File: config.mk
export PLATFORM = sky130hd
export DESIGN_NAME = rr_grant_arbiter
export DESIGN_NICKNAME = d
export VERILOG_FILES = /design/src/rtl/rr_arb_pkg.sv /design/src/rtl/lsb_onehot_pick.sv /design/src/rtl/rr_grant_arbiter.sv
export SDC_FILE = /design/constraint.sdc
export NUM_CORES = 1
export LEC_CHECK = 0
export ABC_AREA = 1
export CORE_MARGIN = 10
export CORE_UTILIZATION = 49
export CTS_BUF_LIST = sky130_fd_sc_hd__clkbuf_16
export DETAILED_ROUTE_END_ITERATION = 6
export PLACE_DENSITY = 0.76
export SLEW_MARGIN = 20
export SYNTH_ARGS = -nofsm -noshare
export SYNTH_HDL_FRONTEND = slang
export SYNTH_SLANG_ARGS = --single-unit
File: constraint.sdc
create_clock -name clk -period 1.5 [get_ports clk]
set_input_delay 0.45 -clock clk [delete_from_list [all_inputs] [get_ports clk]]
set_output_delay 0.45 -clock clk [all_outputs]
set_load 0.05 [all_outputs]
File: src/rtl/rr_arb_pkg.sv
// Shared types and helpers for the round-robin grant arbiter.
package rr_arb_pkg;

  typedef enum logic {ARB_IDLE, ARB_GRANT} arb_state_t;

  // OR-encode a one-hot vector into a binary index. The input and output
  // are wide enough for any practical NREQ; callers zero-extend and then
  // slice the result. An all-zero input encodes to 0.
  function automatic logic [7:0] onehot2bin(input logic [255:0] oh);
    logic [7:0] res;
    res = '0;
    for (int i = 0; i < 256; i++)
      if (oh[i]) res = res | 8'(i);
    return res;
  endfunction

endpackage

File: src/rtl/lsb_onehot_pick.sv
// Keeps only the lowest set bit of the input vector and clears the rest.
module lsb_onehot_pick #(
  parameter int W = 4
) (
  input  logic [W-1:0] in_i,
  output logic [W-1:0] out_o
);

  // below[i] is set when any bit strictly below i is set
  logic [W-1:0] below;

  assign below[0] = 1'b0;
  assign out_o[0] = in_i[0];

  for (genvar g = 1; g < W; g++) begin : g_bit
    assign below[g] = below[g-1] | in_i[g-1];
    assign out_o[g] = in_i[g] & ~below[g];
  end

endmodule

File: src/rtl/rr_grant_arbiter.sv
// Round-robin arbiter with a registered one-hot grant, hold-while-requesting
// and forced rotation after MAXHOLD consecutive cycles.
module rr_grant_arbiter
  import rr_arb_pkg::*;
#(
  parameter int NREQ    = 4,
  parameter int MAXHOLD = 4
) (
  input  logic                    clk,
  input  logic                    rst,
  input  logic [NREQ-1:0]         req,
  output logic [NREQ-1:0]         grant,
  output logic                    grant_valid,
  output logic [$clog2(NREQ)-1:0] grant_id
);

  localparam int IW = $clog2(NREQ);
  localparam int HW = $clog2(MAXHOLD+1);
  localparam logic [HW-1:0] HOLD_LAST = HW'(MAXHOLD-1);

  arb_state_t      state_q, state_d;
  logic [NREQ-1:0] grant_q, grant_d;
  logic [IW-1:0]   last_q, last_d;
  logic [HW-1:0]   hold_q, hold_d;

  logic [NREQ-1:0] cand, hi_mask, pick_m, pick_u, pick;
  logic [IW-1:0]   pick_idx, grant_idx;
  logic [7:0]      pick_bin, grant_bin;
  logic            owner_req;

  // Owner is cleared from the candidates whenever a grant is active: on
  // release its req bit is already 0, on expiry it must be skipped.
  assign cand      = (state_q == ARB_GRANT) ? (req & ~grant_q) : req;
  assign owner_req = |(req & grant_q);

  for (genvar g = 0; g < NREQ; g++) begin : g_mask
    assign hi_mask[g] = (g > int'(last_q));
  end

  lsb_onehot_pick #(.W(NREQ)) u_pick_m (.in_i(cand & hi_mask), .out_o(pick_m));
  lsb_onehot_pick #(.W(NREQ)) u_pick_u (.in_i(cand),           .out_o(pick_u));

  assign pick      = (|pick_m) ? pick_m : pick_u;
  assign pick_bin  = onehot2bin(256'(pick));
  assign pick_idx  = pick_bin[IW-1:0];
  assign grant_bin = onehot2bin(256'(grant_q));
  assign grant_idx = grant_bin[IW-1:0];

  // Next-state: arbitrate from idle, hold, release or expire the current owner
  always_comb begin
    state_d = state_q;
    grant_d = grant_q;
    last_d  = last_q;
    hold_d  = hold_q;
    unique case (state_q)
      ARB_IDLE: begin
        if (|req) begin
          grant_d = pick;
          last_d  = pick_idx;
          hold_d  = '0;
          state_d = ARB_GRANT;
        end
      end
      ARB_GRANT: begin
        if (owner_req && (hold_q < HOLD_LAST)) begin
          hold_d = hold_q + 1'b1;
        end else if (|cand) begin
          grant_d = pick;
          last_d  = pick_idx;
          hold_d  = '0;
        end else if (owner_req) begin
          // Expired but nobody else wants it: re-grant without a gap
          hold_d = '0;
        end else begin
          grant_d = '0;
          hold_d  = '0;
          state_d = ARB_IDLE;
        end
      end
      default: begin
        state_d = ARB_IDLE;
        grant_d = '0;
        hold_d  = '0;
      end
    endcase
  end

  // State, grant, last pointer and hold counter registers
  always_ff @(posedge clk or posedge rst) begin
    if (rst) begin
      state_q <= ARB_IDLE;
      grant_q <= '0;
      last_q  <= IW'(NREQ-1);
      hold_q  <= '0;
    end else begin
      state_q <= state_d;
      grant_q <= grant_d;
      last_q  <= last_d;
      hold_q  <= hold_d;
    end
  end

  assign grant       = grant_q;
  assign grant_valid = |grant_q;
  assign grant_id    = grant_idx;

endmodule

==> out/summary.md <==
• **final WL** 2.51 mm
• **# hold bufs at CTS** 0
• **Pleak** 0.570 nW
• **leftover overflow at the end of global routing** 0
• **number of nets in the finished design** 129
• **HPWL after DPL** 1.46 mm
• **crit share post-route** 101%
• **critical path required time** 1.05 ns
• **number of instances in the synthesized netlist** 88
• **Chip Width** 57.5 um
• **RSZ-0062 raised after global routing** true
• **CP delay by family, top** flip-flops
• **sequential area share after synthesis** 36.7%
• **Power per Cell Area** 2710 mW/mm^2
• **wire per inst** 18.5 um
• **number of buffers created by CTS** 3
• **Register-to-Register Path Depth** 8
• **Synthesis Warnings** 0
• **total via count after detailed routing** 747
• **# setup viols final** 1
• **Crit-path slowest cell** dfrtp_2
• **CTS max path bufs** 2
• **Max-Cap Viols** 0
• **total standard cell area after synthesis** 688 um^2
• **R2R Setup Slk** 0.04 ns
• **class of the most critical hold timing path** primary input to async pin
• **ANT cells** 0
• **worst-path fanout max** 4
• **worst slew margin relative to its limit** 73.9%
• **global-route wire length before repair** 4.16 mm
• **Primary FF master, synth** dfrtp_1
• **number of synthesized flops with an enable pin** 0
• **proportion of register bits with asynchronous set or reset after synthesis** 100%
• **final weighted congestion in routability-driven placement** 0.831
• **number of core rows** 13
• **number of vias per cell** 5.49
• **clock slew at reported path FFs** 0.04 ns
• **top-area cell type share of the netlist area** 29.1%
• **final routed DRC violation total** 0
• **launching element type of the critical path** register
• **IO Port Bufs** 12
• **clock insertion delay at the later pin of the skew report** 0.24 ns
• **maximum operating frequency** 658 MHz
• **synth top area cells** dfrtp_1 29%, nand2_1 13%, nand3_1 8.0%, dfstp_2 7.6%, nand2_2 7.3%
• **Yosys cell types** 19
• **max-slew violations** 0
• **pin count of the biggest net entering global routing** 11
• **initial core utilization** 52.2%
• **initial antenna violation count** 0
• **post-route setup slack** -0.0202 ns
• **capture instance of the worst register-to-register path** last_q[0]
• **top post-synthesis cells by count** 23 x nand2_1, 11 x nand3_1, 8 x dfrtp_1, 8 x inv_1, 8 x nand2_2
• **count of endpoints failing hold in the final timing report** 0
• **die area** 0.00330 mm^2
• **count of boundary I/O pins** 13
• **status** complete, but fails checks
• **most used standard cell by instance count after synthesis** nand2_1
• **Synth Net Count** 95
• **synthesis-to-finish area growth** 63.5%
• **final setup TNS** -0.0202 ns
• **launching element of the worst setup path** grant[3]
• **TritonCTS clock tree** built
• **fraction of layout cells with a size suffix above 1** 51.2%
• **CORE AREA** 0.00132 mm^2
• **number of global-route vias before repair** 847
• **Sink Count** 10
• **synthesized area per cell** 7.82 um^2
• **final critical-path required period** 1.52 ns
• **worst path cell trace** inv_2, nand4_1, buf_12
• **number of flip-flops and latches in the synthesized netlist** 10
• **non-filler instance count after layout** 136
• **Worst Tran Pin Value** 0.391 ns
• **total routing resource utilization after global routing** 16.5%
• **largest stage delay on the critical path** 0.41 ns
• **kind of end point of the critical path** output pin
• **die height** 57.5 um
• **fill cell total of the finished layout** 65
• **1st-iter DRT viols** 21
• **Root Driver** clkbuf_16
• **cell type with the highest aggregate area in the netlist** dfrtp_1
• **placed insts** 124
• **buffer and inverter count on the worst path** 2
• **source of the worst register-to-register timing path** grant[2]
• **data arrival time at the worst-slack endpoint** 1.07 ns
• **violations in the final reports** negative setup slack
• **minimum setup slack after placement** -0.289 ns
• **number of nets with antenna violations after detailed routing** 0
• **number of detailed-route iterations in the first pass** 4
• **WP depth** 3
• **utilization after layout** 85.4%
• **H-tree depth reported by CTS** 1
• **Max Clock Skew** 0.00178 ns
• **peak supply drop** 1.80 mV
• **CP Class** register to output pin
[where the power goes]
part / switching [W] / internal (W) / total, W
sequential: 0.000111 / 0.000406 / 0.000517
combinational: 0.00119 / 0.000855 / 0.00205
clock: 0.000128 / 0.000349 / 0.000477
total: 0.00143 / 0.00161 / 0.00304
[how the worst max path moves through the flow]
stage                              to  slack (ns)
final                     grant_valid       -0.02
after global routing      grant_valid       -0.05
after CTS                 grant_valid      -0.007
after detailed placement    last_q[0]       -0.29
after global placement      last_q[0]       -0.25
after floorplan           grant_valid       -0.06
[cells by family after synthesis]
group	Yosys count	synth area share (%)
adder cells (fa/ha/maj)	1	1.82
buffers and inverters	9	4.91
AO/OA/AOI/OAI	8	8.72
flip-flops	10	36.7
AND/OR/NAND/NOR	60	47.8
[metal layers]
layer	up-vias	part of all wire (%)	track usage, %	routed length [um]
li1	350	-	-	-
met1	343	36	16.1	908
met2	42	48	25.8	1210
met3	12	11	7.96	275
met4	0	4.7	14.1	118
met5	-	0	0	0
[cell type report]
class                   instances  area (um^2)  share of cell area (%)
multi-input cells              69          423                    37.6
repair buffers                 29          313                    27.8
flip-flops and latches         10          258                    22.9
clock buffers                   3         75.1                    6.67
inverters                       9         33.8                    3.00
well taps                      15         18.8                    1.67
clock inverters                 1         3.75                   0.334
[stage by stage]
stage	hold slack (ns)	area, um^2	total power, W
global route	0.525	1120	0.00319
floorplan	0.288	693	0.00152
detailed placement	0.501	970	0.00226
CTS	0.500	1110	0.00295
global placement	0.487	970	0.00223
finish	0.490	1120	0.00304
[placed cells by master (no fill, tap or decap), drive strengths merged]
cell type,synthesis,final
nand3,13,13
a21oi,1,1
clkbuf,0,3
dfrtp,8,8
o21ai,5,5
nor2,10,10
inv,9,10
nand4,1,1
buf,0,24
clkdlybuf4s50,0,1
ha,1,1
o21bai,2,2
nand2,35,35
dlygate4sd2,0,4
nor3,1,1
dfstp,2,2
[state kept, by name, indices dropped and copies added, names as in the netlist]
register / count
last_q: 2
hold_q: 3
state_q: 1
grant: 4
[timing repair]
| action | CTS | global route |
|---|---|---|
| setup buffers | 8 | 0 |
| hold endpoints to repair | 0 | 0 |
| pin swaps | 2 | 0 |
| gates resized for setup | 6 | 2 |
| cloned | 0 | 0 |
| endpoints found under the setup margin | 9 | 3 |
Power figures use the tool's default switching activity.
